**src/rtl/fir_mux_seq.sv**
```systemverilog
// Registered N:1 channel multiplexer with a scan sequencer for the time-multiplexed FIR datapath.
// Manual mode selects one channel per request. Scan mode bursts channels 0..NUM_CH-1 through a one-entry valid/ready register.
module fir_mux_seq #(
    parameter  int WIDTH  = 8,
    parameter  int NUM_CH = 4,
    localparam int SEL_W  = $clog2(NUM_CH)
) (
    input  logic                    clk,
    input  logic                    rst_n,
    input  logic                    mode,
    input  logic [NUM_CH*WIDTH-1:0] din,
    input  logic [SEL_W-1:0]        sel,
    input  logic                    sel_valid,
    input  logic                    start,
    input  logic                    out_ready,
    output logic [WIDTH-1:0]        dout,
    output logic [SEL_W-1:0]        dout_ch,
    output logic                    dout_valid,
    output logic                    dout_last,
    output logic                    busy,
    output logic                    sel_err
);

    typedef enum logic {IDLE, SCAN} state_e;

    localparam logic [SEL_W:0]   NUM_CH_W = (SEL_W+1)'(NUM_CH);
    localparam logic [SEL_W-1:0] LAST_CH  = SEL_W'(NUM_CH - 1);

    state_e           state_q, state_d;
    logic [SEL_W-1:0] cnt_q, cnt_d;
    logic [WIDTH-1:0] dout_q;
    logic [SEL_W-1:0] doutCh_q;
    logic             doutValid_q, doutLast_q;
    logic             selErr_q, selErr_d;

    logic             load;
    logic             capture;
    logic             capLast;
    logic [SEL_W-1:0] capCh;
    logic             selInRange;
    logic [WIDTH-1:0] chan [NUM_CH];

    for (genvar k = 0; k < NUM_CH; k++) begin : g_unpack
        assign chan[k] = din[k*WIDTH +: WIDTH];
    end

    assign load       = !doutValid_q || out_ready;
    assign selInRange = ({1'b0, sel} < NUM_CH_W);

    // State, scan counter and the one-entry output register.
    always_ff @(posedge clk or negedge rst_n) begin
        if (!rst_n) begin
            state_q     <= IDLE;
            cnt_q       <= '0;
            dout_q      <= '0;
            doutCh_q    <= '0;
            doutValid_q <= 1'b0;
            doutLast_q  <= 1'b0;
            selErr_q    <= 1'b0;
        end else begin
            state_q  <= state_d;
            cnt_q    <= cnt_d;
            selErr_q <= selErr_d;
            if (load) begin
                doutValid_q <= capture;
                if (capture) begin
                    dout_q     <= chan[capCh];
                    doutCh_q   <= capCh;
                    doutLast_q <= capLast;
                end
            end
        end
    end

    always_comb begin
        state_d = state_q;
        cnt_d   = cnt_q;
        case (state_q)
            IDLE: begin
                if (mode && start && load) begin
                    state_d = SCAN;
                    cnt_d   = SEL_W'(1);
                end
            end
            SCAN: begin
                if (load) begin
                    if (cnt_q == LAST_CH) begin
                        state_d = IDLE;
                        cnt_d   = '0;
                    end else begin
                        cnt_d = cnt_q + 1'b1;
                    end
                end
            end
            default: state_d = IDLE;
        endcase
    end

    // Scan start always captures channel 0; a rejected manual request only raises the error pulse.
    always_comb begin
        capture  = 1'b0;
        capCh    = '0;
        capLast  = 1'b0;
        selErr_d = 1'b0;
        case (state_q)
            IDLE: begin
                if (!mode) begin
                    if (sel_valid && load) begin
                        if (selInRange) begin
                            capture = 1'b1;
                            capCh   = sel;
                            capLast = 1'b1;
                        end else begin
                            selErr_d = 1'b1;
                        end
                    end
                end else if (start && load) begin
                    capture = 1'b1;
                end
            end
            SCAN: begin
                if (load) begin
                    capture = 1'b1;
                    capCh   = cnt_q;
                    capLast = (cnt_q == LAST_CH);
                end
            end
            default: capture = 1'b0;
        endcase
    end

    assign dout       = dout_q;
    assign dout_ch    = doutCh_q;
    assign dout_valid = doutValid_q;
    assign dout_last  = doutLast_q;
    assign busy       = (state_q == SCAN);
    assign sel_err    = selErr_q;

endmodule

```
**config.mk**
```make
export PLATFORM = sky130hd
export DESIGN_NAME = fir_mux_seq
export DESIGN_NICKNAME = d
export VERILOG_FILES = /design/src/rtl/fir_mux_seq.sv
export SDC_FILE = /design/constraint.sdc
export NUM_CORES = 1
export LEC_CHECK = 0
export ABC_AREA = 1
export BUFFER_PORTS_ARGS = -buffer_cell sky130_fd_sc_hd__buf_2
export CELL_PAD_IN_SITES_DETAIL_PLACEMENT = 0
export CELL_PAD_IN_SITES_GLOBAL_PLACEMENT = 1
export CORE_UTILIZATION = 24
export CTS_CLUSTER_DIAMETER = 60
export CTS_CLUSTER_SIZE = 30
export DETAILED_ROUTE_END_ITERATION = 10
export GPL_TIMING_DRIVEN = 1
export HOLD_SLACK_MARGIN = 0.05
export MAX_ROUTING_LAYER = met4
export PLACE_DENSITY_LB_ADDON = 0.1
export SETUP_SLACK_MARGIN = 0.3
export SYNTH_ARGS = -nofsm -noshare
export SYNTH_HDL_FRONTEND = slang
export SYNTH_SLANG_ARGS = --single-unit
export TNS_END_PERCENT = 100
```
**constraint.sdc**
```tcl
create_clock -name clk -period 1.2 [get_ports clk]
set_input_delay 0.06 -clock clk [delete_from_list [all_inputs] [get_ports clk]]
set_output_delay 0.06 -clock clk [all_outputs]
set_load 0.005 [all_outputs]
```
==> impl_results.md <==
* Status: finished with violations
* Failing checks: setup timing
* Most frequent cell after synthesis: nand2_1
* Nets at ~270
* PwrDens at around 2200 nW/um2
* Hold wc startpoint: din[1]
* DIE WIDTH at 68.06 um
* Number of global-route vias before repair at 1189
* Multiplexer area fraction after synthesis at 0%
* Clk root buf: clkbuf_8
* Finished Layout Cells at 280
* Comb pwr share at roughly two thirds
* Final WL at 3586 um
* I/O Buffers at 52
* Tmin final at 1.403 ns
* Flop pwr share at ~23%
* Core box area at 4086 um2
* Critical path arrival at between 1.5 and 2 ns
* Clock Pin Slew Worst Setup and Hold Paths at 0.07 ns
* Final period utilization at 116.9%
* Total Power at 4.124 mW
* Seq/Total Area, Yosys at 35.84%
* Clock Latency Late Sink at 0.25 ns
* Area of the mapped netlist at 1047 um2
* Max clock buf depth at 2
* Die area at 4631 um2
* Yosys reg bits at 15
* Post-synth top area share at 35.84%
* Final ANT Viol Nets at 0
* Post-DP HPWL at roughly 2500 um
* Crit start category: flop
* Overflow after GRT at 0
* Kind of critical path: flop to flop
* Drc violations at 0
* Synth top cells by count: nand2_1, nand3_1, inv_1
* Leading post-synthesis cells by cell area: dfrtp_1, nand2_1, nand3_1
* Total CTS buffers at 3
* Wirelength per Cell at 12.81 um
* RSZ-0062 raised after global routing: true
* Reg2reg path depth at 9
* CTS tree: built
* Storage cell area at 377.9 um2
* Initial DRC Count at 14
* Max frequency at 712.7 MHz
* Net Count, Synth at 197
* Die H at 68.06 um
* Fraction of synthesized cell area in xor and xnor cells at 0%
* Via/cell ratio at 4.321
* Internal power at 2.311 mW
* Initial core utilization at around a quarter
* Area of the multi-input gates at 798.3 um2
* Hold Path Depth at 4
* Pin count of the biggest net entering global routing at 19
* Library cells used by synthesis at 23
* RePlAce Congestion at between 0.8 and 0.9
* Hold crit path type: primary input to flop
* First-pass iteration count of the detailed router at 4
* Number of synthesized flops with an enable pin at 0
* Post-Synth Adder-Cell Area at 1.195%
* Area Growth Syn to Fin at 82.32%
* Clock Skew at approximately 0.0065 ns
* Worst-path fanout max at 6
* Initial antenna violation count at 0
* Placed cells at 268
* Final Hold Fails at 0
* Compound-gate portion of the synthesized area at 4.898%
* Syn avg cell area at 6.713 um2
* Lkg Pwr at 1.063 nW
* Syn. warnings at 0
* CTS H-Tree Depth at 1
* Worst Setup End Kind: flop
* Post-synthesis simple-gate area fraction at 44.09%
* Vias at 1210
* Largest family of logic cells by synthesized area: simple AND/OR/NAND/NOR gates
* Top FF cell, synth: dfrtp_1
* Sw Share at 43.97%
* Setup WS post-layout at -0.2031 ns
* Clock power frac at 10.4%
* Worst VDD drop at 0.6315 mV
* Final setup fails at 12
* Psw at around 1.8 mW
* Ant diodes at 0
* R2R Path Start: busy
* CTS sink count at 15
* Crit path required time at 1.39 ns
* R2R Setup Slk at -0.20 ns
* Post-synth top area cell: dfrtp_1
* Worst hold endpoint: dout[1]
* Ratio of cells with drive above 1 in the final layout at between 50% and 60%
* Post-synth ARST share at 100.0%
* Final Max Slew Viols at 0
* Max-Cap Viols at 0
* # IOs at 54
* FP Rows at 23
* Reg-to-reg endpoint: dout[5]
* Post-Syn Instances at 156
* Final hold slack at 0.1308 ns
* Global-route wire length before repair at 5416 um
* Total Routing Usage GR at ~16%
* Fill count at 418
-- sequential cells by signal, indices dropped and copies added, names as in the netlist --
signal and cells:
dout 8, cnt_q 2, dout_ch 2, busy 1
dout_last 1, dout_valid 1
-- cells by family (layout without fill, tap and decap cells) --
kind of cell | count (synthesis) | after routing
AO/OA/AOI/OAI | 6 | 6
adder cells (fa/ha/maj) | 1 | 1
buffers and inverters | 34 | 106
flip-flops | 15 | 15
other | 1 | 1
AND/OR/NAND/NOR | 99 | 101
-- what timing repair did --
| item | CTS | global route |
|---|---|---|
| endpoints found under the hold margin | 15 | 0 |
| gates cloned | 0 | 3 |
| endpoints found under the setup margin | 16 | 17 |
| resized for setup | 27 | 30 |
| hold buffers | 1 | 0 |
| pin swaps | 13 | 15 |
| setup buffers | 2 | 2 |
-- critical path: stages (launching register included) --
cell and delay, ns:
dfrtp_2 0.44, nor2_4 0.15, nand4_4 0.12, buf_12 0.17, clkbuf_16 0.16, nand3_2 0.06, nand3_2 0.09, nand2_2 0.08
nand2_1 0.04, nand2_1 0.04
-- worst max-delay path by stage --
stage	start	end	slack (ns)	cells after the start
after CTS	busy	dout[2]	-0.18	8
after detailed placement	busy	dout[3]	-0.21	6
after floorplan	busy	dout[3]	-0.1	7
final	busy	dout[5]	-0.20	9
after global placement	dout_valid	dout[3]	-0.23	8
after global routing	busy	dout[2]	-0.27	9
-- power by group through the flow --
stage | clock (mW) | combinational [mW] | sequential [mW]
2_1_floorplan | 0 | 1.17 | 0.965
3_3_place_gp | 0 | 2.06 | 0.941
3_5_place_dp | 0 | 2.05 | 0.959
4_1_cts | 0.444 | 2.42 | 0.948
5_1_grt | 0.463 | 3.04 | 0.977
6_report | 0.429 | 2.75 | 0.945
-- per-layer routing --
layer / part of all wire [%] / vias to the layer above / track usage (%) / routed length (um)
li1: - / 629 / - / -
met1: 48 / 541 / 22.16 / 1725
met2: 47 / 36 / 24.75 / 1681
met3: 3.6 / 4 / 1.000 / 130
met4: 1.3 / 0 / 7.031 / 48
met5: 0 / - / - / 0
-- cell type report --
type | instances | area share (%)
clock buffer | 4 | 2.359
timing repair buffer | 73 | 26.93
sequential | 15 | 19.79
multi-input combinational | 109 | 41.81
inverter | 29 | 5.832
tap | 50 | 3.277
-- cell usage in the layout (no fill, tap or decap), drive strengths merged, types with 2 or more instances in the layout --
cell / n
buf: 71
clkbuf: 5
dfrtp: 15
inv: 29
nand2: 58
nand3: 33
nor2: 6
o21ai: 2
or2: 3
-- stage by stage --
step / TNS (ns) / worst slack (ns) / area, um2 / util [%]
floorplan: -0.9194 / -0.09643 / 1081 / -
global placement: -1.588 / -0.2336 / 1501 / 36.74
detailed placement: -1.587 / -0.2143 / 1501 / 36.74
CTS: -1.396 / -0.1797 / 1705 / 41.73
global route: -2.850 / -0.2655 / 1909 / 46.72
finish: -1.902 / -0.2031 / 1909 / 46.72
Power figures use the tool's default switching activity.
